**src/rtl/ifetch_pkg.sv**
```systemverilog
// ifetch_pkg: shared width defaults, fetch FSM encoding and prefetch-buffer entry layout
// for instr_fetch and its buffer.
package ifetch_pkg;
    localparam int ADDR_W_DEF  = 11;
    localparam int INSTR_W_DEF = 16;

    typedef enum logic [1:0] {
        IDLE = 2'd0,
        REQ  = 2'd1,
        WAIT = 2'd2
    } ifetch_state_t;

    typedef struct packed {
        logic [ADDR_W_DEF-1:0]  pc;
        logic [INSTR_W_DEF-1:0] instr;
    } ifetch_entry_t;
endpackage

```
**src/rtl/ifetch_fifo.sv**
```systemverilog
// ifetch_fifo: circular prefetch buffer with synchronous push/pop/flush and occupancy count.
// A push into a full buffer is accepted only when a pop happens in the same cycle.
module ifetch_fifo
    import ifetch_pkg::*;
#(
    parameter int  DEPTH   = 4,
    parameter type entry_t = ifetch_entry_t,
    localparam int CW      = $clog2(DEPTH + 1)
) (
    input  logic          clk,
    input  logic          reset,
    input  logic          push_i,
    input  entry_t        push_data_i,
    input  logic          pop_i,
    input  logic          flush_i,
    output entry_t        head_o,
    output logic          empty_o,
    output logic [CW-1:0] count_o
);
    localparam int PW = (DEPTH > 1) ? $clog2(DEPTH) : 1;

    // 2**PW slots so pointers wrap naturally; occupancy is still capped at DEPTH by the count.
    entry_t        mem_q [2**PW];
    logic [PW-1:0] wr_q, wr_d, rd_q, rd_d;
    logic [CW-1:0] cnt_q, cnt_d;
    logic          full, push_en, pop_en;

    assign full    = (cnt_q == CW'(DEPTH));
    assign empty_o = (cnt_q == '0);
    assign count_o = cnt_q;
    assign pop_en  = pop_i && !empty_o;
    assign push_en = push_i && !flush_i && (!full || pop_en);
    assign head_o  = empty_o ? '0 : mem_q[rd_q];

    always_ff @(posedge clk) begin
        if (push_en) mem_q[wr_q] <= push_data_i;
    end

    always_comb begin
        wr_d  = wr_q + PW'(push_en);
        rd_d  = rd_q + PW'(pop_en);
        cnt_d = cnt_q + CW'(push_en) - CW'(pop_en);
        if (flush_i) begin
            wr_d  = '0;
            rd_d  = '0;
            cnt_d = '0;
        end
    end

    always_ff @(posedge clk or posedge reset) begin
        if (reset) begin
            wr_q  <= '0;
            rd_q  <= '0;
            cnt_q <= '0;
        end else begin
            wr_q  <= wr_d;
            rd_q  <= rd_d;
            cnt_q <= cnt_d;
        end
    end
endmodule

```
**src/rtl/instr_fetch.sv**
```systemverilog
// instr_fetch: single-outstanding program-memory fetcher feeding a prefetch buffer.
// Define IFETCH_PREFETCH_EN for a DEPTH-entry buffer; otherwise the buffer holds one entry.
module instr_fetch
    import ifetch_pkg::*;
#(
    parameter int ADDR_W  = ADDR_W_DEF,
    parameter int INSTR_W = INSTR_W_DEF,
    parameter int DEPTH   = 4
) (
    input  logic               clk,
    input  logic               reset,
    input  logic               jump_en,
    input  logic [7:0]         jump_addr,
    output logic               mem_req,
    output logic [ADDR_W-1:0]  mem_addr,
    input  logic               mem_gnt,
    input  logic               mem_rvalid,
    input  logic [INSTR_W-1:0] mem_rdata,
    output logic               instr_valid,
    input  logic               instr_ready,
    output logic [INSTR_W-1:0] instr_data,
    output logic [ADDR_W-1:0]  instr_pc
);
`ifdef IFETCH_PREFETCH_EN
    localparam bit PREFETCH = 1'b1;
`else
    localparam bit PREFETCH = 1'b0;
`endif
    localparam int BUF_D = PREFETCH ? DEPTH : 1;
    localparam int CW    = $clog2(BUF_D + 1);

    typedef struct packed {
        logic [ADDR_W-1:0]  pc;
        logic [INSTR_W-1:0] instr;
    } entry_t;

    ifetch_state_t     state_q, state_d;
    logic [ADDR_W-1:0] fpc_q, fpc_d, oaddr_q;
    logic              disc_q, disc_d;
    logic              push, pop, empty, slots_ok;
    logic [CW-1:0]     count, count_nx;
    entry_t            push_data, head;

    assign pop      = !empty && instr_ready;
    assign push     = (state_q == WAIT) && mem_rvalid && !disc_q && !jump_en;
    // Occupancy after this edge; the outstanding request already holds its slot in the FSM.
    assign count_nx = jump_en ? '0 : count + CW'(push) - CW'(pop);
    assign slots_ok = (count_nx < CW'(BUF_D));

    assign push_data.pc    = oaddr_q;
    assign push_data.instr = mem_rdata;

    ifetch_fifo #(
        .DEPTH   (BUF_D),
        .entry_t (entry_t)
    ) u_fifo (
        .clk         (clk),
        .reset       (reset),
        .push_i      (push),
        .push_data_i (push_data),
        .pop_i       (pop),
        .flush_i     (jump_en),
        .head_o      (head),
        .empty_o     (empty),
        .count_o     (count)
    );

    always_comb begin
        state_d = state_q;
        fpc_d   = fpc_q;
        disc_d  = disc_q;
        unique case (state_q)
            IDLE: if (slots_ok) state_d = REQ;
            REQ: begin
                if (mem_gnt) begin
                    state_d = WAIT;
                    if (!disc_q) fpc_d = fpc_q + 1'b1;
                end
                if (jump_en) disc_d = 1'b1;
            end
            WAIT: begin
                if (mem_rvalid) begin
                    disc_d  = 1'b0;
                    state_d = slots_ok ? REQ : IDLE;
                end else if (jump_en) begin
                    disc_d = 1'b1;
                end
            end
            default: state_d = IDLE;
        endcase
        if (jump_en) fpc_d = ADDR_W'(jump_addr);
    end

    // A request kept across a jump presents its original address until granted.
    assign mem_req  = (state_q == REQ);
    assign mem_addr = (mem_req && disc_q) ? oaddr_q : fpc_q;

    always_ff @(posedge clk or posedge reset) begin
        if (reset) begin
            state_q <= IDLE;
            fpc_q   <= '0;
            disc_q  <= 1'b0;
            oaddr_q <= '0;
        end else begin
            state_q <= state_d;
            fpc_q   <= fpc_d;
            disc_q  <= disc_d;
            if (mem_req) oaddr_q <= mem_addr;
        end
    end

    assign instr_valid = !empty;
    assign instr_data  = head.instr;
    assign instr_pc    = head.pc;
endmodule
```
**config.mk**
```make
export PLATFORM = sky130hd
export DESIGN_NAME = instr_fetch
export DESIGN_NICKNAME = d
export VERILOG_FILES = /design/src/rtl/ifetch_pkg.sv /design/src/rtl/ifetch_fifo.sv /design/src/rtl/instr_fetch.sv
export SDC_FILE = /design/constraint.sdc
export NUM_CORES = 1
export LEC_CHECK = 0
export CAP_MARGIN = 10
export CORE_MARGIN = 5
export CORE_UTILIZATION = 45
export DETAILED_ROUTE_END_ITERATION = 10
export GPL_TIMING_DRIVEN = 0
export HOLD_SLACK_MARGIN = 0.15
export PLACE_DENSITY = 0.83
export SYNTH_ARGS = -nofsm -noshare
export SYNTH_HDL_FRONTEND = slang
export SYNTH_SLANG_ARGS = --single-unit
export TNS_END_PERCENT = 20
```
**constraint.sdc**
```tcl
create_clock -name clk -period 2.4 [get_ports clk]
set_clock_uncertainty 0.1 [all_clocks]
set_input_delay 0.6 -clock clk [delete_from_list [all_inputs] [get_ports clk]]
set_output_delay 0.6 -clock clk [all_outputs]
set_load 0.03 [all_outputs]
```
==> impl_metrics.xml <==
<?xml version="1.0" encoding="UTF-8"?>
<metrics>
  <group name="power">
    <metric name="static-leakage-power" unit="nW">1.83</metric>
    <metric name="vdd_ir_drop_max" unit="mV">0.422</metric>
    <metric name="p_per_area" unit="nW/um2">806</metric>
  </group>
  <group name="clock_network">
    <metric name="clk_root_buffer_cell" unit="">clkbuf_8</metric>
    <metric name="post_cts_hold_buffer_count" unit="">0</metric>
    <metric name="worst_skew_pair.late_latency" unit="ns">0.35</metric>
    <metric name="tritoncts" unit="">done</metric>
    <metric name="cts.htree.levels" unit="">3</metric>
    <metric name="clockBufferDepth" unit="">2</metric>
    <metric name="cts_made_buffers" unit="">9</metric>
    <metric name="clock-sinks" unit="">82</metric>
    <metric name="clkTransAtPathRegs" unit="ns">0.08</metric>
  </group>
  <group name="drt">
    <metric name="routed-via-count" unit="">2168</metric>
    <metric name="post_drt_via_cell_ratio" unit="">4.88</metric>
    <metric name="route.antenna.remaining_nets" unit="">0</metric>
    <metric name="detailedRoute.firstIterationViolations" unit="">57</metric>
    <metric name="first_pass_iters" unit="">4</metric>
    <metric name="routed_wirelength" unit="mm">6.94</metric>
    <metric name="detail_route.drc_violations" unit="">0</metric>
    <metric name="route.detailed.wl_per_inst" unit="um">15.6</metric>
  </group>
  <group name="logic_synthesis">
    <metric name="yosysWarningCount" unit="">0</metric>
    <metric name="netlist.area_leader.share" unit="%">45.2</metric>
    <metric name="syn_area_per_cell" unit="um2">14.2</metric>
    <metric name="yosys_register_bits" unit="">82</metric>
    <metric name="yosys-mux-area-fraction" unit="%">15.0</metric>
    <metric name="synth_seq_area_share" unit="%">64.8</metric>
    <metric name="synthesized_area" unit="um2">3580</metric>
    <metric name="synth_xor_area_share" unit="%">2.93</metric>
    <metric name="synthCells" unit="">252</metric>
    <metric name="synth-compound-area-share" unit="%">2.37</metric>
    <metric name="dominant_combinational_cell_family_by_area_after_synthesis" unit="">multiplexers</metric>
    <metric name="yosys-top-cells-area" unit="">edfxtp_1 (45%), dfrtp_1 (20%), mux2i_1 (8.1%)</metric>
    <metric name="ys_types" unit="">29</metric>
    <metric name="synth_adder_area_share" unit="%">2.44</metric>
    <metric name="yosys.area_share.simple" unit="%">10.3</metric>
    <metric name="mappedNetlistNets" unit="">289</metric>
    <metric name="biggest_area_consumer_among_synthesized_cells" unit="">edfxtp_1</metric>
  </group>
  <group name="setup_path">
    <metric name="setup.worst_path.end_class" unit="">output pin</metric>
    <metric name="worst_ep_arrival_time" unit="ns">1.73</metric>
    <metric name="startpoint_type" unit="">flop</metric>
    <metric name="timing_worst_setup_path_type" unit="">flop to output pin</metric>
    <metric name="crit_path_max_fanout" unit="">5</metric>
    <metric name="r2r_setup_slack" unit="ns">0.07</metric>
    <metric name="crit_required" unit="ns">1.70</metric>
  </group>
  <group name="layout">
    <metric name="antenna_cells_inserted" unit="">0</metric>
    <metric name="layout-drive-gt1-share" unit="%">25.4</metric>
    <metric name="final_nets" unit="">374</metric>
    <metric name="area_growth" unit="%">31.5</metric>
  </group>
  <group name="status">
    <metric name="failed_checks" unit="">negative setup slack</metric>
    <metric name="status" unit="">finished with violations</metric>
  </group>
  <group name="min_path">
    <metric name="hp-class" unit="">input port to async pin</metric>
  </group>
  <group name="global_routing">
    <metric name="grt_max_degree" unit="">29</metric>
    <metric name="antenna_found_initial" unit="">0</metric>
    <metric name="overflow" unit="">0</metric>
    <metric name="groute.usage.overall" unit="%">14.6</metric>
    <metric name="wire_length_of_the_first_global_routing_pass" unit="mm">11.3</metric>
    <metric name="grt_pass1_vias" unit="">2341</metric>
  </group>
  <group name="place">
    <metric name="preCtsSetupSlack" unit="ns">-0.716</metric>
    <metric name="half_perimeter_wire_length_after_placement" unit="mm">4.68</metric>
    <metric name="routabilityCongestion" unit="">0.815</metric>
    <metric name="number_of_port_buffers" unit="">68</metric>
  </group>
  <group name="timing">
    <metric name="timing.final.crit_period" unit="ns">2.43</metric>
    <metric name="timing.final.crit_share" unit="%">101</metric>
    <metric name="fin_setup_tns" unit="ns">-0.122</metric>
    <metric name="count_of_endpoints_failing_hold_in_the_final_timing_report" unit="">0</metric>
    <metric name="setup-violations-final" unit="">10</metric>
    <metric name="worst_slew_slack_as_a_fraction_of_its_limit" unit="%">55.5</metric>
    <metric name="max_slew_violation_total_from_the_final_report" unit="">0</metric>
    <metric name="grt_setup_unrepaired" unit="">true</metric>
    <metric name="fmax" unit="GHz">0.412</metric>
    <metric name="final.setup.worst_slack" unit="ns">-0.0252</metric>
    <metric name="slew_at_the_pin_closest_to_its_max_slew_limit" unit="ns">0.667</metric>
  </group>
  <group name="floorplanning">
    <metric name="die_w" unit="um">99.3</metric>
    <metric name="rows" unit="">32</metric>
    <metric name="design.core.area" unit="um2">7730</metric>
    <metric name="io_pins" unit="">70</metric>
    <metric name="initial_core_util" unit="%">46.4</metric>
    <metric name="die_area" unit="um2">9850</metric>
    <metric name="die_h" unit="um">99.3</metric>
  </group>
  <group name="run">
    <metric name="cap_violations" unit="">0</metric>
  </group>
</metrics>
## sequential cells by signal (all words and copies together) (netlist names)
register,flops
state_q,2
u_fifo.mem_q,54
fpc_q,11
oaddr_q,11
u_fifo.count_o,1
u_fifo.wr_q,1
u_fifo.rd_q,1
disc_q,1
## stage by stage
stage / cell area (um2) / total power, mW / hold WS (ns) / cells / util, %
3_5_place_dp: 4390 / 2.64 / 0.387 / 422 / 56.8
2_1_floorplan: 3580 / 2.32 / 0.356 / 252 / -
6_report: 4710 / 3.80 / 0.373 / 444 / 61.0
4_1_cts: 4710 / 3.76 / 0.411 / 441 / 60.9
5_1_grt: 4710 / 3.97 / 0.386 / 444 / 61.0
3_3_place_gp: 4390 / 2.61 / 0.369 / 422 / 56.8
## cells by family after synthesis
family	Yosys count
buf+inv	19
compound gates	15
xor+xnor	12
mux	51
flops	82
simple gates	66
fa+ha+maj	7
## power breakdown
group,internal (mW),switching [mW]
combinational,0.536,0.503
clock,0.483,0.503
sequential,1.65,0.119
## cells in the final DEF, fill, tap and decap left out, types with 4 or more instances in the layout
cell type,n
clkdlybuf4s15_2,6
buf_2,8
nor2_1,9
dlygate4sd2_1,9
dfrtp_1,28
nor3_1,4
mux2i_1,29
o21ai_0,7
mux2_4,10
mux2_2,12
edfxtp_1,54
inv_1,7
ha_1,4
clkdlybuf4s50_1,29
clkbuf_2,6
clkbuf_8,9
nand2_1,13
clkbuf_1,4
buf_6,13
nor2b_1,28
xnor2_1,9
## layout make-up
cell class	instances	area (um2)
fill	592	3010
sequential	82	2320
multi-input combinational	151	1250
timing repair buffer	74	706
clock buffer	10	128
tap	102	128
buffer	11	88.8
clock inverter	6	65.1
inverter	8	30.0
## critical path, stage by stage, from the launching register on
cell,delay (ns)
dfrtp_1,0.40
buf_6,0.13
ha_4,0.16
nand2_4,0.08
buf_8,0.14
mux2_4,0.32
buf_6,0.14
## per-layer routing
metal	global-route usage, %	up-vias	share of wire, %
met2	24.8	59	48
met3	3.79	14	4.2
li1	-	1071	-
met5	0	-	0
met1	18.5	1024	46
met4	4.41	0	1.7
## final timing paths
kind / start / endpoint / cells after the start
setup / recovery: state_q[0] / mem_addr[8] / 6
hold / removal: reset / oaddr_q[1] / 2
setup reg to reg: state_q[0] / u_fifo.mem_q[0][7] / 5
hold reg to reg: oaddr_q[1] / u_fifo.mem_q[1][17] / 0
max in group asynchronous: reset / fpc_q[0] / 3
min in group clk: oaddr_q[1] / u_fifo.mem_q[1][17] / 0
## cells in the mapped netlist
cell type	count
nand4b_1	2
nand2_1	14
mux2_2	22
a31oi_1	2
nor3_1	4
a2111oi_0	1
nand2b_1	1
ha_1	7
clkbuf_1	6
nand3b_1	1
nor2_1	9
o21bai_1	1
nand3_2	1
mux2i_1	29
inv_1	8
nor4_1	2
dfrtp_1	28
nand3_1	2
o22ai_1	1
nor4_2	1
a21oi_1	2
xor2_1	3
xnor2_1	9
o21ai_0	7
nand3b_2	1
buf_2	5
edfxtp_1	54
o21ai_1	1
nor2b_1	28
## timing repair
item / CTS / global route
resized for setup: 153 / 35
endpoints found under the setup margin: 93 / 83
cloned: 1 / 0
pin swaps: 0 / 1
setup buffers: 2 / 2
No activity file was read; power rests on OpenSTA's default activity.
